==> src/rtl/subpel_pkg.sv <==
// Shared definitions for the sub-pel window path: default window geometry,
// loader state encoding and a counter-width helper.
package subpel_pkg;

    localparam int WIN   = 15;
    localparam int PIX_W = 8;
    localparam int ROW_W = WIN * PIX_W;

    typedef enum logic [1:0] {
        IDLE = 2'd0,
        FILL = 2'd1,
        HOLD = 2'd2
    } win_state_e;

    // Width of a row/column index for a window of side n (never below one bit).
    function automatic int idx_width(input int n);
        return (n > 1) ? $clog2(n) : 1;
    endfunction

endpackage

==> src/rtl/pixel_row_store.sv <==
// Window storage: WIN rows of ROW_W bits, one pixel lane written per cycle,
// asynchronous full-row read. Contents are intentionally not reset.
module pixel_row_store
    import subpel_pkg::*;
#(
    parameter int WIN   = subpel_pkg::WIN,
    parameter int PIX_W = subpel_pkg::PIX_W,
    localparam int ROW_W = WIN * PIX_W,
    localparam int IDX_W = idx_width(WIN)
) (
    input  logic             clk,
    input  logic             wr_en,
    input  logic [IDX_W-1:0] wr_row,
    input  logic [WIN-1:0]   wr_lane_en,
    input  logic [PIX_W-1:0] wr_pix,
    input  logic [IDX_W-1:0] rd_row,
    output logic [ROW_W-1:0] rd_data
);

    logic [ROW_W-1:0] rows_r [WIN];

    // Lane write: column 0 occupies the most significant pixel lane of a row.
    always_ff @(posedge clk) begin
        if (wr_en) begin
            for (int lane = 0; lane < WIN; lane++) begin
                if (wr_lane_en[lane]) begin
                    rows_r[wr_row][ROW_W-1-lane*PIX_W -: PIX_W] <= wr_pix;
                end
            end
        end
    end

    assign rd_data = rows_r[rd_row];

endmodule

==> src/rtl/pixel_window_loader.sv <==
// Loads a WIN x WIN pixel window from a raster stream, holds it until released
// and serves rows with zero latency. Optional macro: PIXEL_ROW_CLAMP_EN.
module pixel_window_loader
    import subpel_pkg::*;
#(
    parameter int WIN   = subpel_pkg::WIN,
    parameter int PIX_W = subpel_pkg::PIX_W,
    localparam int ROW_W = WIN * PIX_W
) (
    input  logic             clk,
    input  logic             rst,
    input  logic [PIX_W-1:0] pix_in,
    input  logic             pix_valid,
    output logic             pix_ready,
    input  logic [7:0]       next_row,
    output logic [ROW_W-1:0] in_row,
    output logic             win_valid,
    input  logic             win_release,
    output logic [7:0]       fill_cnt
);

    localparam int               IDX_W    = idx_width(WIN);
    localparam logic [IDX_W-1:0] IDX_LAST = IDX_W'(WIN - 1);
    localparam logic [IDX_W-1:0] IDX_ONE  = IDX_W'(1);
    localparam logic [7:0]       NPIX     = 8'(WIN * WIN);
    localparam logic [7:0]       WIN_8    = 8'(WIN);

    win_state_e       state_r;
    logic [IDX_W-1:0] col_r;
    logic [IDX_W-1:0] row_r;
    logic [7:0]       fill_cnt_r;
    logic             win_valid_r;
    logic             pix_ready_r;

    logic             accept_s;
    logic             last_pix_s;
    logic [WIN-1:0]   lane_en_s;
    logic [IDX_W-1:0] rd_row_s;
    logic             rd_hit_s;
    logic [ROW_W-1:0] rd_data_s;

    assign accept_s   = pix_valid && pix_ready_r && (state_r == FILL);
    assign last_pix_s = (fill_cnt_r == (NPIX - 8'd1));
    assign lane_en_s  = WIN'(1) << col_r;

    // Loader FSM with write pointer, fill counter and handshake outputs.
    always_ff @(posedge clk) begin
        if (!rst) begin
            state_r     <= IDLE;
            col_r       <= '0;
            row_r       <= '0;
            fill_cnt_r  <= 8'd0;
            win_valid_r <= 1'b0;
            pix_ready_r <= 1'b0;
        end else begin
            case (state_r)
                IDLE: begin
                    state_r     <= FILL;
                    col_r       <= '0;
                    row_r       <= '0;
                    fill_cnt_r  <= 8'd0;
                    win_valid_r <= 1'b0;
                    pix_ready_r <= 1'b1;
                end
                FILL: begin
                    if (accept_s) begin
                        if (fill_cnt_r < NPIX) begin
                            fill_cnt_r <= fill_cnt_r + 8'd1;
                        end
                        if (last_pix_s) begin
                            state_r     <= HOLD;
                            col_r       <= '0;
                            row_r       <= '0;
                            win_valid_r <= 1'b1;
                            pix_ready_r <= 1'b0;
                        end else if (col_r == IDX_LAST) begin
                            col_r <= '0;
                            row_r <= row_r + IDX_ONE;
                        end else begin
                            col_r <= col_r + IDX_ONE;
                        end
                    end
                end
                HOLD: begin
                    // Release restarts the fill from the top-left pixel.
                    if (win_release) begin
                        state_r     <= FILL;
                        col_r       <= '0;
                        row_r       <= '0;
                        fill_cnt_r  <= 8'd0;
                        win_valid_r <= 1'b0;
                        pix_ready_r <= 1'b1;
                    end
                end
                default: begin
                    state_r     <= IDLE;
                    col_r       <= '0;
                    row_r       <= '0;
                    fill_cnt_r  <= 8'd0;
                    win_valid_r <= 1'b0;
                    pix_ready_r <= 1'b0;
                end
            endcase
        end
    end

    // Read row selection, including the policy for rows below the window.
    always_comb begin
        rd_row_s = '0;
        rd_hit_s = 1'b0;
        if (next_row < WIN_8) begin
            rd_row_s = next_row[IDX_W-1:0];
            rd_hit_s = 1'b1;
        end else begin
`ifdef PIXEL_ROW_CLAMP_EN
            rd_row_s = IDX_LAST;
            rd_hit_s = 1'b1;
`else
            rd_row_s = '0;
            rd_hit_s = 1'b0;
`endif
        end
    end

    pixel_row_store #(
        .WIN   (WIN),
        .PIX_W (PIX_W)
    ) u_store (
        .clk        (clk),
        .wr_en      (accept_s),
        .wr_row     (row_r),
        .wr_lane_en (lane_en_s),
        .wr_pix     (pix_in),
        .rd_row     (rd_row_s),
        .rd_data    (rd_data_s)
    );

    // Stale or partial contents never leave the block while no window is held.
    assign in_row    = (win_valid_r && rd_hit_s) ? rd_data_s : '0;
    assign win_valid = win_valid_r;
    assign pix_ready = pix_ready_r;
    assign fill_cnt  = fill_cnt_r;

endmodule

==> config.mk <==
export PLATFORM = sky130hd
export DESIGN_NAME = pixel_window_loader
export DESIGN_NICKNAME = d
export VERILOG_FILES = /design/src/rtl/subpel_pkg.sv /design/src/rtl/pixel_row_store.sv /design/src/rtl/pixel_window_loader.sv
export SDC_FILE = /design/constraint.sdc
export NUM_CORES = 2
export LEC_CHECK = 0
export CAP_MARGIN = 5
export CORE_ASPECT_RATIO = 0.8
export CORE_MARGIN = 1
export CORE_UTILIZATION = 50
export DETAILED_ROUTE_END_ITERATION = 8
export PLACE_DENSITY = 0.69
export SLEW_MARGIN = 20
export SYNTH_ARGS = -nofsm -noshare
export SYNTH_HDL_FRONTEND = slang
export SYNTH_SLANG_ARGS = --single-unit
==> constraint.sdc <==
create_clock -name clk -period 2.2 [get_ports clk]
set_input_delay 0.44 -clock clk [delete_from_list [all_inputs] [get_ports clk]]
set_output_delay 0.44 -clock clk [all_outputs]
set_load 0.02 [all_outputs]
==> impl_metrics.xml <==
<?xml version="1.0" encoding="UTF-8"?>
<metrics>
  <group name="sta">
    <metric name="worst_pin_slew" unit="ps">773</metric>
    <metric name="maxSlewHeadroom" unit="%">48.5</metric>
    <metric name="total_negative_slack_for_setup_checks" unit="ps">-103740</metric>
    <metric name="final-setup-viol-count" unit="">120</metric>
    <metric name="timing.final.ws_setup" unit="ps">-952</metric>
    <metric name="max_freq" unit="MHz">317</metric>
    <metric name="final-max-slew-violation-count" unit="">0</metric>
    <metric name="fin_crit" unit="ps">3150</metric>
    <metric name="final-hold-violation-count" unit="">0</metric>
    <metric name="min_period_over_period" unit="%">143</metric>
    <metric name="hold-worst-slack" unit="ps">167</metric>
    <metric name="grt_setup_unrepaired" unit="">yes</metric>
    <metric name="clock_skews" unit="ps">23.6</metric>
  </group>
  <group name="route">
    <metric name="total_number_of_vias" unit="">44200</metric>
    <metric name="totalWireLength" unit="um">206000</metric>
    <metric name="vias_per_cell" unit="">6.17</metric>
    <metric name="detailedRoute.firstPassIterationCount" unit="">6</metric>
    <metric name="routed_wire_length_per_instance" unit="um">28.7</metric>
    <metric name="drt_iter0_markers" unit="">5698</metric>
    <metric name="remaining_drc_errors" unit="">0</metric>
    <metric name="ant_nets" unit="">0</metric>
  </group>
  <group name="pwr">
    <metric name="share_clk_of_total_power" unit="%">40.1</metric>
    <metric name="cellInternalPower" unit="mW">55.1</metric>
    <metric name="power_switching" unit="mW">15.4</metric>
    <metric name="leakagePower" unit="nW">30.3</metric>
    <metric name="power_switching_share" unit="%">21.8</metric>
    <metric name="power_density" unit="nW/um^2">773</metric>
    <metric name="p_comb_share" unit="%">5.9</metric>
    <metric name="sequentialPowerShare" unit="%">54.0</metric>
    <metric name="total_power" unit="mW">70.5</metric>
    <metric name="vdd.ir_drop.worst" unit="V">0.000798</metric>
  </group>
  <group name="global_routing">
    <metric name="maximum_number_of_pins_on_one_net_before_global_route_repair" unit="">81</metric>
    <metric name="grt_antenna_before_repair" unit="">5</metric>
    <metric name="grt_pass1_vias" unit="">43100</metric>
    <metric name="globalRouteOverflowTotal" unit="">0</metric>
    <metric name="groute.usage.overall" unit="%">27.2</metric>
    <metric name="first_pass_grt_wire_length" unit="um">293000</metric>
  </group>
  <group name="placed_design">
    <metric name="dpl-instance-area" unit="sq um">82700</metric>
    <metric name="place.detailed.hpwl" unit="um">123000</metric>
    <metric name="globalplace.congestion" unit="">0.866</metric>
    <metric name="port_buf_inserts" unit="">149</metric>
  </group>
  <group name="synth">
    <metric name="synth_mux_area_share" unit="%">8.72</metric>
    <metric name="synth-simple-area-share" unit="%">3.13</metric>
    <metric name="synth_top_family_by_area" unit="">compound AO/OA/AOI/OAI gates</metric>
    <metric name="post_synth_fa_ha_maj_area_fraction" unit="%">0.138</metric>
    <metric name="netlist_area" unit="sq um">72700</metric>
    <metric name="post_synth_xor_area_fraction" unit="%">0.0723</metric>
    <metric name="post_synth.cell_area_avg" unit="sq um">16.8</metric>
    <metric name="synth-compound-area-share" unit="%">11.0</metric>
    <metric name="synth.most_common_cell" unit="">sky130_fd_sc_hd__edfxtp_1</metric>
    <metric name="synth_area_leader_cell" unit="">sky130_fd_sc_hd__edfxtp_1</metric>
    <metric name="count_of_flip_flops_with_a_built_in_enable_after_synthesis" unit="">1800</metric>
    <metric name="post_synth_most_frequent_cells" unit="">sky130_fd_sc_hd__edfxtp_1 (1,800), sky130_fd_sc_hd__a21oi_1 (364), sky130_fd_sc_hd__nor2_1 (362)</metric>
    <metric name="yosysTopAreaCellShare" unit="%">74.4</metric>
    <metric name="synth.ff_latch_count" unit="">1818</metric>
    <metric name="synthArstFlopShare" unit="%">0</metric>
    <metric name="netlist_instances" unit="">4316</metric>
    <metric name="ys_seq_area_share" unit="%">74.8</metric>
    <metric name="postSynth.topFlopCell" unit="">sky130_fd_sc_hd__edfxtp_1</metric>
    <metric name="synth.distinct_cells" unit="">54</metric>
    <metric name="yosys_warnings" unit="">0</metric>
    <metric name="yosys-top-cells-area" unit="">sky130_fd_sc_hd__edfxtp_1 (74%), sky130_fd_sc_hd__mux2i_1 (4.9%), sky130_fd_sc_hd__mux4_2 (3.7%)</metric>
    <metric name="syn-num-nets" unit="">4344</metric>
  </group>
  <group name="floorplan">
    <metric name="design.core.area" unit="sq um">144000</metric>
    <metric name="floorplan.initialDensity" unit="%">50.7</metric>
    <metric name="fp.dieH" unit="um">343</metric>
    <metric name="design.portCount" unit="">150</metric>
    <metric name="core.rowCount" unit="">124</metric>
    <metric name="dieArea" unit="sq um">147000</metric>
    <metric name="chipWidth" unit="um">428</metric>
  </group>
  <group name="setup_path">
    <metric name="required" unit="ps">1760</metric>
    <metric name="worst-endpoint-arrival" unit="ps">2710</metric>
    <metric name="worst_setup_path_end_kind" unit="">output pin</metric>
    <metric name="worst_path_class_setup" unit="">in2out</metric>
    <metric name="kind_of_start_point_of_the_critical_path" unit="">primary input</metric>
    <metric name="r2r_setup_slack" unit="ps">130</metric>
    <metric name="reg2regPathDepth" unit="">8</metric>
    <metric name="critical_path.max_fanout" unit="">7</metric>
  </group>
  <group name="status">
    <metric name="outcome" unit="">finished, violations left</metric>
    <metric name="violations" unit="">negative setup slack</metric>
  </group>
  <group name="clocking">
    <metric name="cts_buffer_depth" unit="">3</metric>
    <metric name="cts.clk_slew.worst_paths" unit="ps">60</metric>
    <metric name="clock-sinks" unit="">1818</metric>
    <metric name="cts.root.buffer_cell" unit="">sky130_fd_sc_hd__clkbuf_16</metric>
    <metric name="cts_tree" unit="">yes</metric>
    <metric name="cts_max_level" unit="">4</metric>
    <metric name="tritoncts.num_buffers" unit="">173</metric>
    <metric name="ctsHoldBuffers" unit="">0</metric>
    <metric name="worst_skew_pair.late_latency" unit="ps">800</metric>
  </group>
  <group name="cells_and_area">
    <metric name="final_design_area_no_fill" unit="sq um">91200</metric>
    <metric name="final_nets" unit="">5156</metric>
    <metric name="drive_gt1_share" unit="%">32.0</metric>
    <metric name="synthToLayoutAreaGrowth" unit="%">25.5</metric>
  </group>
  <group name="min_path">
    <metric name="worst_hold_path_type" unit="">in2reg</metric>
    <metric name="hold_path_depth" unit="">1</metric>
  </group>
  <group name="run">
    <metric name="maxCapViolations" unit="">0</metric>
  </group>
</metrics>
## logic make-up after synthesis
group	Yosys count
flip-flops	1818
AO/OA/AOI/OAI	1099
AND/OR/NAND/NOR	570
multiplexers	482
buffers and inverters	333
adder cells (fa/ha/maj)	8
XOR/XNOR	6
## critical path: stages
cell	delay [ps]
sky130_fd_sc_hd__buf_6	100
sky130_fd_sc_hd__buf_6	100
sky130_fd_sc_hd__nor4_4	520
sky130_fd_sc_hd__buf_12	180
sky130_fd_sc_hd__buf_12	100
sky130_fd_sc_hd__buf_6	100
sky130_fd_sc_hd__buf_16	140
sky130_fd_sc_hd__buf_12	120
sky130_fd_sc_hd__buf_8	110
sky130_fd_sc_hd__a31oi_2	80
sky130_fd_sc_hd__o22ai_1	180
sky130_fd_sc_hd__a22oi_1	110
sky130_fd_sc_hd__nor2_2	260
sky130_fd_sc_hd__buf_6	160
## metrics by stage
step	setup WS, ps	std cells	util [%]
after floorplan	-227	4316	-
after CTS	-1020	7116	62.2
after global routing	-1000	7158	63.6
after detailed placement	-1700	6736	57.6
final	-952	7159	63.6
after global placement	-1740	6736	57.6
## final cells by class
class,count,area [sq um]
Tap cell,1890,2360
Multi-Input combinational cell,2165,18700
Clock buffer,222,4580
Clock inverter,92,692
Inverter,7,26.3
Antenna cell,2,5.00
Sequential cell,1818,54400
Fill cell,9686,52300
Timing Repair Buffer,963,10400
## state kept, by name (all words and copies together) (netlist names)
register and cells:
u_store.rows_r 1800, fill_cnt 8, col_r 4, row_r 4, state_r 1, win_valid 1
## routing by layer
metal	part of all wire, %	up-vias	track usage [%]
met5	0	-	0
met4	3.6	0	9.64
met3	9.3	379	5.45
met2	48	2325	43.0
met1	39	22600	37.8
li1	-	18900	-
## path summary, 6_finish.rpt
path                                         startpoint                              end
worst min register to register    row_r[1]$_SDFFE_PN0P_            row_r[1]$_SDFFE_PN0P_
worst min-delay path                          pix_in[2]  u_store.rows_r[0][66]$_DFFE_PP_
worst max register to register  state_r[0]$_SDFFE_PN0P_  u_store.rows_r[3][79]$_DFFE_PP_
worst max-delay path                        next_row[6]                      in_row[118]
## placed cells by master, fill, tap and decap left out, types with 7 or more instances in the layout
cell	netlist	routed
sky130_fd_sc_hd__edfxtp_1	1800	1800
sky130_fd_sc_hd__buf_4	13	655
sky130_fd_sc_hd__a21oi_1	364	363
sky130_fd_sc_hd__mux2i_1	358	358
sky130_fd_sc_hd__nor2_1	362	329
sky130_fd_sc_hd__o21ai_0	350	316
sky130_fd_sc_hd__clkbuf_16	0	186
sky130_fd_sc_hd__buf_12	0	170
sky130_fd_sc_hd__nand2_1	159	151
sky130_fd_sc_hd__mux4_2	121	121
sky130_fd_sc_hd__a221oi_2	100	88
sky130_fd_sc_hd__a22oi_2	0	84
sky130_fd_sc_hd__buf_6	10	72
sky130_fd_sc_hd__o221ai_4	0	63
sky130_fd_sc_hd__o221ai_2	100	55
sky130_fd_sc_hd__clkinv_1	1	46
sky130_fd_sc_hd__clkbuf_1	182	46
sky130_fd_sc_hd__o21ai_1	12	37
sky130_fd_sc_hd__a22oi_1	120	36
sky130_fd_sc_hd__nor2_2	1	32
sky130_fd_sc_hd__a221oi_4	0	30
sky130_fd_sc_hd__clkinv_2	0	25
sky130_fd_sc_hd__buf_16	0	21
sky130_fd_sc_hd__dfxtp_1	18	18
sky130_fd_sc_hd__buf_8	0	11
sky130_fd_sc_hd__dlymetal6s2s_1	0	10
sky130_fd_sc_hd__o21ai_2	0	9
sky130_fd_sc_hd__clkbuf_8	0	9
sky130_fd_sc_hd__nand2_2	0	8
sky130_fd_sc_hd__ha_1	8	8
sky130_fd_sc_hd__inv_6	0	7
sky130_fd_sc_hd__bufinv_16	0	7
## power by group through the flow
stage / Sequential [mW] / Combinational [mW] / Clock [mW]
floorplan: 38.8 / 1.75 / 0
global placement: 38.8 / 3.71 / 0
detailed placement: 38.8 / 3.78 / 0
CTS: 38.1 / 3.95 / 28.5
global route: 38.1 / 4.38 / 29.9
finish: 38.1 / 4.15 / 28.3
## repair_timing
| action | 4_1_cts | 5_1_grt |
|---|---|---|
| resized for setup | 718 | 260 |
| gates cloned | 16 | 11 |
| setup endpoints to repair | 130 | 131 |
| pin swaps | 78 | 185 |
| buffers inserted | 53 | 44 |
Note: power is estimated with default switching activity, not from simulation.
